## config.mk

```make
export PLATFORM = sky130hd
export DESIGN_NAME = hdlc_rx_channel_flat
export DESIGN_NICKNAME = d
export VERILOG_FILES = /design/src/rtl/hdlc_pkg.sv /design/src/rtl/hdlc_rx_channel_if.sv /design/src/rtl/hdlc_rx_destuff.sv /design/src/rtl/hdlc_rx_channel.sv /design/src/flat_wrapper.sv
export SDC_FILE = /design/constraint.sdc
export NUM_CORES = 1
export LEC_CHECK = 0
export ABC_AREA = 1
export CAP_MARGIN = 20
export CELL_PAD_IN_SITES_DETAIL_PLACEMENT = 1
export CELL_PAD_IN_SITES_GLOBAL_PLACEMENT = 2
export CORE_ASPECT_RATIO = 0.7
export CORE_UTILIZATION = 30
export CTS_CLUSTER_SIZE = 10
export DETAILED_ROUTE_END_ITERATION = 8
export PLACE_DENSITY = 0.81
export SLEW_MARGIN = 20
export SYNTH_ARGS = -nofsm -noshare
export SYNTH_HDL_FRONTEND = slang
export SYNTH_SLANG_ARGS = --single-unit
export TNS_END_PERCENT = 50
```

## constraint.sdc

```tcl
create_clock -name Clk -period 1.7 [get_ports Clk]
set_input_delay 0.17 -clock Clk [delete_from_list [all_inputs] [get_ports Clk]]
set_output_delay 0.17 -clock Clk [all_outputs]
set_load 0.02 [all_outputs]
```

## src/rtl/hdlc_pkg.sv

```systemverilog
// Shared constants and state type for the HDLC receive path.
package hdlc_pkg;

  localparam logic [7:0]  FLAG_PATTERN = 8'h7E;
  localparam int unsigned STUFF_ONES   = 5;
  localparam int unsigned ABORT_ONES   = 7;

  typedef enum logic {
    HUNT  = 1'b0,
    FRAME = 1'b1
  } rx_state_t;

endpackage

```

## src/rtl/hdlc_rx_channel_if.sv

```systemverilog
// Line-side inputs and Rx-buffer-side outputs of the HDLC receive channel.
interface hdlc_rx_channel_if;

  logic       Rx;
  logic       RxEN;
  logic [7:0] Rx_Data;
  logic       Rx_NewByte;
  logic       Rx_FlagDetect;
  logic       Rx_StartFCS;
  logic       Rx_ValidFrame;
  logic       Rx_EoF;
  logic       Rx_FrameError;
  logic       Rx_AbortSignal;
  logic       Rx_Overflow;
  logic [7:0] Rx_FrameSize;

  modport master (
    output Rx, RxEN,
    input  Rx_Data, Rx_NewByte, Rx_FlagDetect, Rx_StartFCS, Rx_ValidFrame,
    input  Rx_EoF, Rx_FrameError, Rx_AbortSignal, Rx_Overflow, Rx_FrameSize
  );

  modport slave (
    input  Rx, RxEN,
    output Rx_Data, Rx_NewByte, Rx_FlagDetect, Rx_StartFCS, Rx_ValidFrame,
    output Rx_EoF, Rx_FrameError, Rx_AbortSignal, Rx_Overflow, Rx_FrameSize
  );

endinterface

```

## src/rtl/hdlc_rx_destuff.sv

```systemverilog
// Raw line tracking: flag/abort detection and zero-bit deletion.
module hdlc_rx_destuff
  import hdlc_pkg::*;
(
  input  logic Clk,
  input  logic Rst,
  input  logic rx,
  input  logic en,
  output logic bit_out,
  output logic bit_valid,
  output logic flag,
  output logic abort
);

  // Holds the previous 7 raw bits; with rx they form the 8-bit raw window.
  logic [6:0] raw;
  logic [2:0] ones;
  logic [7:0] window;

  always_comb begin
    window    = {rx, raw};
    bit_out   = rx;
    bit_valid = en && !(!rx && (ones == 3'(STUFF_ONES)));
    flag      = en && (window == FLAG_PATTERN);
    abort     = en && rx && (ones == 3'(ABORT_ONES - 1));
  end

  always_ff @(posedge Clk) begin
    if (!Rst) begin
      raw  <= '0;
      ones <= '0;
    end else if (en) begin
      raw <= window[7:1];
      if (!rx)
        ones <= '0;
      else if (ones != 3'(ABORT_ONES))
        ones <= ones + 3'd1;
    end
  end

endmodule

```

## src/rtl/hdlc_rx_channel.sv

```systemverilog
// HDLC receive channel: flag hunt, destuffing, delay line, byte assembly and frame FSM.
module hdlc_rx_channel
  import hdlc_pkg::*;
#(
  parameter int unsigned MAX_FRAME_BYTES = 128
) (
  input logic              Clk,
  input logic              Rst,
  hdlc_rx_channel_if.slave bus
);

  logic       d_bit, d_valid, flag, abort;
  rx_state_t  state, state_next;
  logic [7:0] dl_bit, dl_vld;
  logic [6:0] byte_sr;
  logic [2:0] bit_cnt, bit_cnt_next;
  logic [7:0] byte_cnt, byte_cnt_next;
  logic       have_data;
  logic       take, byte_done, over, clear;
  logic [7:0] byte_val;
  logic       new_byte, start_fcs, eof, ferr, abort_p, ovf;
  logic [7:0] rx_data, frame_size;
  logic       new_byte_q, flag_q, start_fcs_q, eof_q, ferr_q, abort_q, ovf_q;

  hdlc_rx_destuff u_destuff (
    .Clk       (Clk),
    .Rst       (Rst),
    .rx        (bus.Rx),
    .en        (bus.RxEN),
    .bit_out   (d_bit),
    .bit_valid (d_valid),
    .flag      (flag),
    .abort     (abort)
  );

  // The delay line only moves when a destuffed bit enters, so the exiting bit
  // is consumed in the same cycle; a coinciding flag then sees the updated counts.
  always_comb begin
    take          = d_valid && dl_vld[7] && (state == FRAME);
    byte_done     = take && (bit_cnt == 3'd7);
    byte_val      = {dl_bit[7], byte_sr};
    over          = byte_done && (byte_cnt == 8'(MAX_FRAME_BYTES));
    new_byte      = byte_done && !over;
    start_fcs     = new_byte && (byte_cnt == '0);
    bit_cnt_next  = take ? bit_cnt + 3'd1 : bit_cnt;
    byte_cnt_next = new_byte ? byte_cnt + 8'd1 : byte_cnt;
  end

  always_comb begin
    state_next = state;
    clear      = 1'b0;
    eof        = 1'b0;
    ferr       = 1'b0;
    abort_p    = 1'b0;
    ovf        = 1'b0;
    case (state)
      HUNT: begin
        if (flag) begin
          state_next = FRAME;
          clear      = 1'b1;
        end
      end
      FRAME: begin
        if (over) begin
          ovf        = 1'b1;
          state_next = HUNT;
        end
        if (flag) begin
          state_next = FRAME;
          clear      = 1'b1;
          if (!over && ((byte_cnt_next != '0) || (bit_cnt_next != '0))) begin
            ferr = (bit_cnt_next != '0);
            eof  = (bit_cnt_next == '0);
          end
        end else if (abort) begin
          abort_p    = 1'b1;
          state_next = HUNT;
        end
      end
      default: state_next = HUNT;
    endcase
  end

  always_ff @(posedge Clk) begin
    if (!Rst) state <= HUNT;
    else      state <= state_next;
  end

  always_ff @(posedge Clk) begin
    if (!Rst) begin
      dl_bit      <= '0;
      dl_vld      <= '0;
      byte_sr     <= '0;
      bit_cnt     <= '0;
      byte_cnt    <= '0;
      have_data   <= 1'b0;
      rx_data     <= '0;
      frame_size  <= '0;
      new_byte_q  <= 1'b0;
      flag_q      <= 1'b0;
      start_fcs_q <= 1'b0;
      eof_q       <= 1'b0;
      ferr_q      <= 1'b0;
      abort_q     <= 1'b0;
      ovf_q       <= 1'b0;
    end else begin
      if (d_valid) begin
        dl_bit <= {dl_bit[6:0], d_bit};
        dl_vld <= {dl_vld[6:0], 1'b1};
      end
      if (flag) dl_vld <= '0;
      if (take) byte_sr <= {dl_bit[7], byte_sr[6:1]};
      if (clear) begin
        bit_cnt   <= '0;
        byte_cnt  <= '0;
        have_data <= 1'b0;
      end else begin
        bit_cnt  <= bit_cnt_next;
        byte_cnt <= byte_cnt_next;
        if (take) have_data <= 1'b1;
      end
      if (new_byte) begin
        rx_data    <= byte_val;
        frame_size <= byte_cnt + 8'd1;
      end
      new_byte_q  <= new_byte;
      flag_q      <= flag;
      start_fcs_q <= start_fcs;
      eof_q       <= eof;
      ferr_q      <= ferr;
      abort_q     <= abort_p;
      ovf_q       <= ovf;
    end
  end

  assign bus.Rx_Data        = rx_data;
  assign bus.Rx_NewByte     = new_byte_q;
  assign bus.Rx_FlagDetect  = flag_q;
  assign bus.Rx_StartFCS    = start_fcs_q;
  assign bus.Rx_ValidFrame  = (state == FRAME) && have_data;
  assign bus.Rx_EoF         = eof_q;
  assign bus.Rx_FrameError  = ferr_q;
  assign bus.Rx_AbortSignal = abort_q;
  assign bus.Rx_Overflow    = ovf_q;
  assign bus.Rx_FrameSize   = frame_size;

endmodule
```

## src/flat_wrapper.sv

```systemverilog
// flat-port wrapper written by rule: the top's interface ports become plain ports
module hdlc_rx_channel_flat import hdlc_pkg::*;
#(
  parameter int unsigned MAX_FRAME_BYTES = 128
)
  (Clk, Rst, bus_Rx, bus_RxEN, bus_Rx_Data, bus_Rx_NewByte, bus_Rx_FlagDetect, bus_Rx_StartFCS, bus_Rx_ValidFrame, bus_Rx_EoF, bus_Rx_FrameError, bus_Rx_AbortSignal, bus_Rx_Overflow, bus_Rx_FrameSize);
  hdlc_rx_channel_if bus_i ();
  input logic Clk;
  input logic Rst;
  input wire logic [$bits(bus_i.Rx)-1:0] bus_Rx;
  input wire logic [$bits(bus_i.RxEN)-1:0] bus_RxEN;
  output wire logic [$bits(bus_i.Rx_Data)-1:0] bus_Rx_Data;
  output wire logic [$bits(bus_i.Rx_NewByte)-1:0] bus_Rx_NewByte;
  output wire logic [$bits(bus_i.Rx_FlagDetect)-1:0] bus_Rx_FlagDetect;
  output wire logic [$bits(bus_i.Rx_StartFCS)-1:0] bus_Rx_StartFCS;
  output wire logic [$bits(bus_i.Rx_ValidFrame)-1:0] bus_Rx_ValidFrame;
  output wire logic [$bits(bus_i.Rx_EoF)-1:0] bus_Rx_EoF;
  output wire logic [$bits(bus_i.Rx_FrameError)-1:0] bus_Rx_FrameError;
  output wire logic [$bits(bus_i.Rx_AbortSignal)-1:0] bus_Rx_AbortSignal;
  output wire logic [$bits(bus_i.Rx_Overflow)-1:0] bus_Rx_Overflow;
  output wire logic [$bits(bus_i.Rx_FrameSize)-1:0] bus_Rx_FrameSize;
  assign bus_i.Rx = bus_Rx;
  assign bus_i.RxEN = bus_RxEN;
  assign bus_Rx_Data = bus_i.Rx_Data;
  assign bus_Rx_NewByte = bus_i.Rx_NewByte;
  assign bus_Rx_FlagDetect = bus_i.Rx_FlagDetect;
  assign bus_Rx_StartFCS = bus_i.Rx_StartFCS;
  assign bus_Rx_ValidFrame = bus_i.Rx_ValidFrame;
  assign bus_Rx_EoF = bus_i.Rx_EoF;
  assign bus_Rx_FrameError = bus_i.Rx_FrameError;
  assign bus_Rx_AbortSignal = bus_i.Rx_AbortSignal;
  assign bus_Rx_Overflow = bus_i.Rx_Overflow;
  assign bus_Rx_FrameSize = bus_i.Rx_FrameSize;
  hdlc_rx_channel #(.MAX_FRAME_BYTES(MAX_FRAME_BYTES)) u_core (.Clk(Clk), .Rst(Rst), .bus(bus_i));
endmodule
```

==> flow_summary.json <==
{
  "grt_pass1_vias": 2530,
  "avgSynthCellArea_um2": 7.79,
  "htree_num_levels": 3,
  "cts.sink_count": 69,
  "postSynth.asyncResetShare_pct": 0,
  "final_hold_vio_count": 0,
  "status": "finished with violations",
  "worstSkewPairLatency_ns": 0.34,
  "full_die_area_um2": 9850,
  "syn-num-nets": 376,
  "critPathCaptureType": "flip-flop",
  "rows": 29,
  "seq_total_area_yosys_pct": 48.7,
  "final-max-slew-violation-count": 0,
  "gr-usage-met1_pct": 20.7,
  "maxClockFrequency_ghz": 0.572,
  "violations_in_the_final_reports": "setup timing",
  "ys_top_cells_by_count": "sky130_fd_sc_hd__nor2_1, sky130_fd_sc_hd__nand2_1, sky130_fd_sc_hd__dfxtp_1",
  "initial_core_util_pct": 31.1,
  "syn-cell-area_um2": 2840,
  "synth_edf_count": 0,
  "postRouteAntennaNets": 0,
  "post_route_cells_drive_above_1_share_pct": 29.3,
  "timing_worst_slew_pin_value_ns": 0.450,
  "rsz0062_at_grt": "yes",
  "synthesized_area_fraction_occupied_by_and_or_nand_nor_cells_pct": 28.2,
  "layout_skew_ns": 0.00874,
  "combinational_family_with_the_most_area_after_synthesis": "simple AND/OR/NAND/NOR gates",
  "route.detailed.wl_per_inst_um": 13.9,
  "hold_path_startpoint": "u_core.dl_vld[0]",
  "grt_util_met3_pct": 5.91,
  "grt_use_met2_pct": 25.2,
  "synth.top_cells.by_area": "sky130_fd_sc_hd__dfxtp_1, sky130_fd_sc_hd__nor2_1, sky130_fd_sc_hd__nand2_1",
  "drt_drc_violations_left": 0,
  "type_of_the_tightest_min_delay_check": "reg -> reg",
  "hpwl_um": 5020,
  "power_mw": 4.04,
  "grt_overflow_total": 0,
  "core_region_area_um2": 9110,
  "cts_tree": "yes",
  "report.final.setup_viol": 2,
  "ios": 28,
  "power_density_nw_per_um2": 981,
  "number_of_buffers_inserted_during_clock_tree_synthesis": 9,
  "synth_adder_area_share_pct": 3.53,
  "n_antenna_cell": 0,
  "max-clock-path-buffers": 2,
  "grt_usage_pct": 16.2,
  "vdd_ir_drop_max_mv": 0.547,
  "antenna_found_initial": 0,
  "synth_xor_xnor_area_share_pct": 1.24,
  "synth.most_common_cell": "sky130_fd_sc_hd__nor2_1",
  "critPathMaxFanout": 4,
  "floorplan.die.height_um": 83.4,
  "io_buffers": 27,
  "relSlewSlack_pct": 69.9,
  "grt-busiest-layer": "met2",
  "postSynthRegisterBits": 69,
  "place_congestion": 0.787,
  "yosysTopAreaCellShare_pct": 48.7,
  "arrival_ns": 1.98,
  "r2r_start": "u_core.bit_cnt[1]",
  "hold_fix_buffer_count_after_cts": 0,
  "leakagePower_nw": 1.78,
  "layout_setup_ws_ns": -0.0474,
  "cts_root_buf": "sky130_fd_sc_hd__clkbuf_16",
  "final.period_utilization_pct": 103,
  "nets": 450,
  "grt_start_max_net_pins": 30,
  "postSynthCellCount": 364,
  "startpoint_type": "flip-flop",
  "post_synth_num_cell_types": 31,
  "first_iter_violations": 73,
  "vias_per_cell": 4.54,
  "die_x_um": 118,
  "clkSlewWorstSetupHoldPaths_ns": 0.06,
  "worstPathRequired_ns": 1.93,
  "synthFlopType": "sky130_fd_sc_hd__dfxtp_1",
  "detailedRoute.firstPassIterationCount": 4,
  "library_cell_with_the_largest_summed_area_after_synthesis": "sky130_fd_sc_hd__dfxtp_1",
  "yosys_warnings": 0,
  "flow.area_growth_from_synthesis_pct": 45.4,
  "critical_path_class": "reg -> reg",
  "route.vias.total": 2575,
  "synth_mux_area_share_pct": 0,
  "final_min_period_ns": 1.75,
  "grt_first_pass_wirelength_um": 12300,
  "fin_hold_ws_ns": 0.454,
  "synth-compound-area-share_pct": 11.4,
  "max_cap_violations": 0,
  "worst_setup_path_startpoint": "u_core.bit_cnt[1]",
  "drt-total-wl_um": 7910
}
==> cell families after synthesis <==
family	after synthesis
AND/OR/NAND/NOR	177
flip-flops	69
AO/OA/AOI/OAI	62
buffers and inverters	44
adder cells (fa/ha/maj)	8
XOR/XNOR	4
==> state kept, by name (all words and copies together), names as in the netlist, 3 cells and up <==
| register | flops |
|---|---|
| u_core.u_destuff.ones | 3 |
| u_core.u_destuff.raw | 7 |
| u_core.bus.Rx_Data | 8 |
| u_core.dl_bit | 8 |
| u_core.bus.Rx_FrameSize | 8 |
| u_core.byte_sr | 7 |
| u_core.byte_cnt | 8 |
| u_core.dl_vld | 8 |
| u_core.bit_cnt | 3 |
==> per-stage QoR <==
step,instance area [µm²],cells,setup TNS [ns],worst slack [ns],utilization [%]
5_1_grt,4120,567,-0.231,-0.0933,45.3
2_1_floorplan,2840,364,0,0.0645,-
4_1_cts,3920,561,0,0.00472,43.0
3_3_place_gp,3460,537,-0.691,-0.168,38.0
3_5_place_dp,3460,537,-2.13,-0.216,38.0
6_report,4120,567,-0.0782,-0.0474,45.3
==> worst paths after layout <==
path                                           to  slack, ns  cells after the start
worst min register to register   u_core.dl_vld[1]       0.45                      2
worst max register to register  u_core.bus.Rx_EoF      -0.05                     10
worst max-delay path            u_core.bus.Rx_EoF      -0.05                     10
worst min-delay path             u_core.dl_vld[1]       0.45                      2
==> power breakdown <==
part           internal [mW]  switching [mW]  total, mW
Clock                   1.55           0.697       2.25
Combinational         0.0500          0.0827      0.133
Sequential              1.64          0.0165       1.66
==> area by class of cell <==
cell class | instances | area, µm²
clock buffer | 13 | 270
timing repair buffer | 77 | 673
tap | 124 | 155
fill | 1082 | 4980
clock inverter | 3 | 90.1
inverter | 30 | 115
multi-input combinational | 251 | 1420
sequential | 69 | 1400
==> cell usage in the layout, fill, tap and decap left out, drive strengths merged <==
| master | n |
|---|---|
| a21oi | 29 |
| a31o | 1 |
| buf | 50 |
| bufinv | 3 |
| clkbuf | 13 |
| clkdlybuf4s50 | 27 |
| dfxtp | 69 |
| ha | 8 |
| inv | 30 |
| nand2 | 78 |
| nand3 | 8 |
| nand3b | 1 |
| nand4 | 8 |
| nor2 | 80 |
| nor3 | 1 |
| nor4 | 1 |
| o21ai | 30 |
| o21bai | 2 |
| xnor2 | 2 |
| xor2 | 2 |
==> routing by layer <==
metal  vias up  wire length [µm]  share of wire (%)
met2        36              3610                 46
met3        10               269                3.4
met4         0                95                1.2
met5         -                 0                  0
li1       1309                 -                  -
met1      1220              3940                 50
==> critical path, stage by stage (launching register included) <==
cell,delay (ns)
sky130_fd_sc_hd__dfxtp_2,0.36
sky130_fd_sc_hd__ha_4,0.15
sky130_fd_sc_hd__ha_4,0.15
sky130_fd_sc_hd__nand4_4,0.15
sky130_fd_sc_hd__buf_4,0.17
sky130_fd_sc_hd__nand2_1,0.15
sky130_fd_sc_hd__nand2_4,0.07
sky130_fd_sc_hd__nor2_4,0.10
sky130_fd_sc_hd__nand3_2,0.12
sky130_fd_sc_hd__o21bai_4,0.14
sky130_fd_sc_hd__nor2_1,0.06
==> timing repair <==
| action | CTS | global route |
|---|---|---|
| resized for setup | 16 | 50 |
| hold endpoints to repair | 0 | 0 |
| pin swaps | 12 | 17 |
| buffers inserted | 8 | 6 |
| endpoints found under the setup margin | 2 | 12 |
No activity file was read; power rests on OpenSTA's default activity.
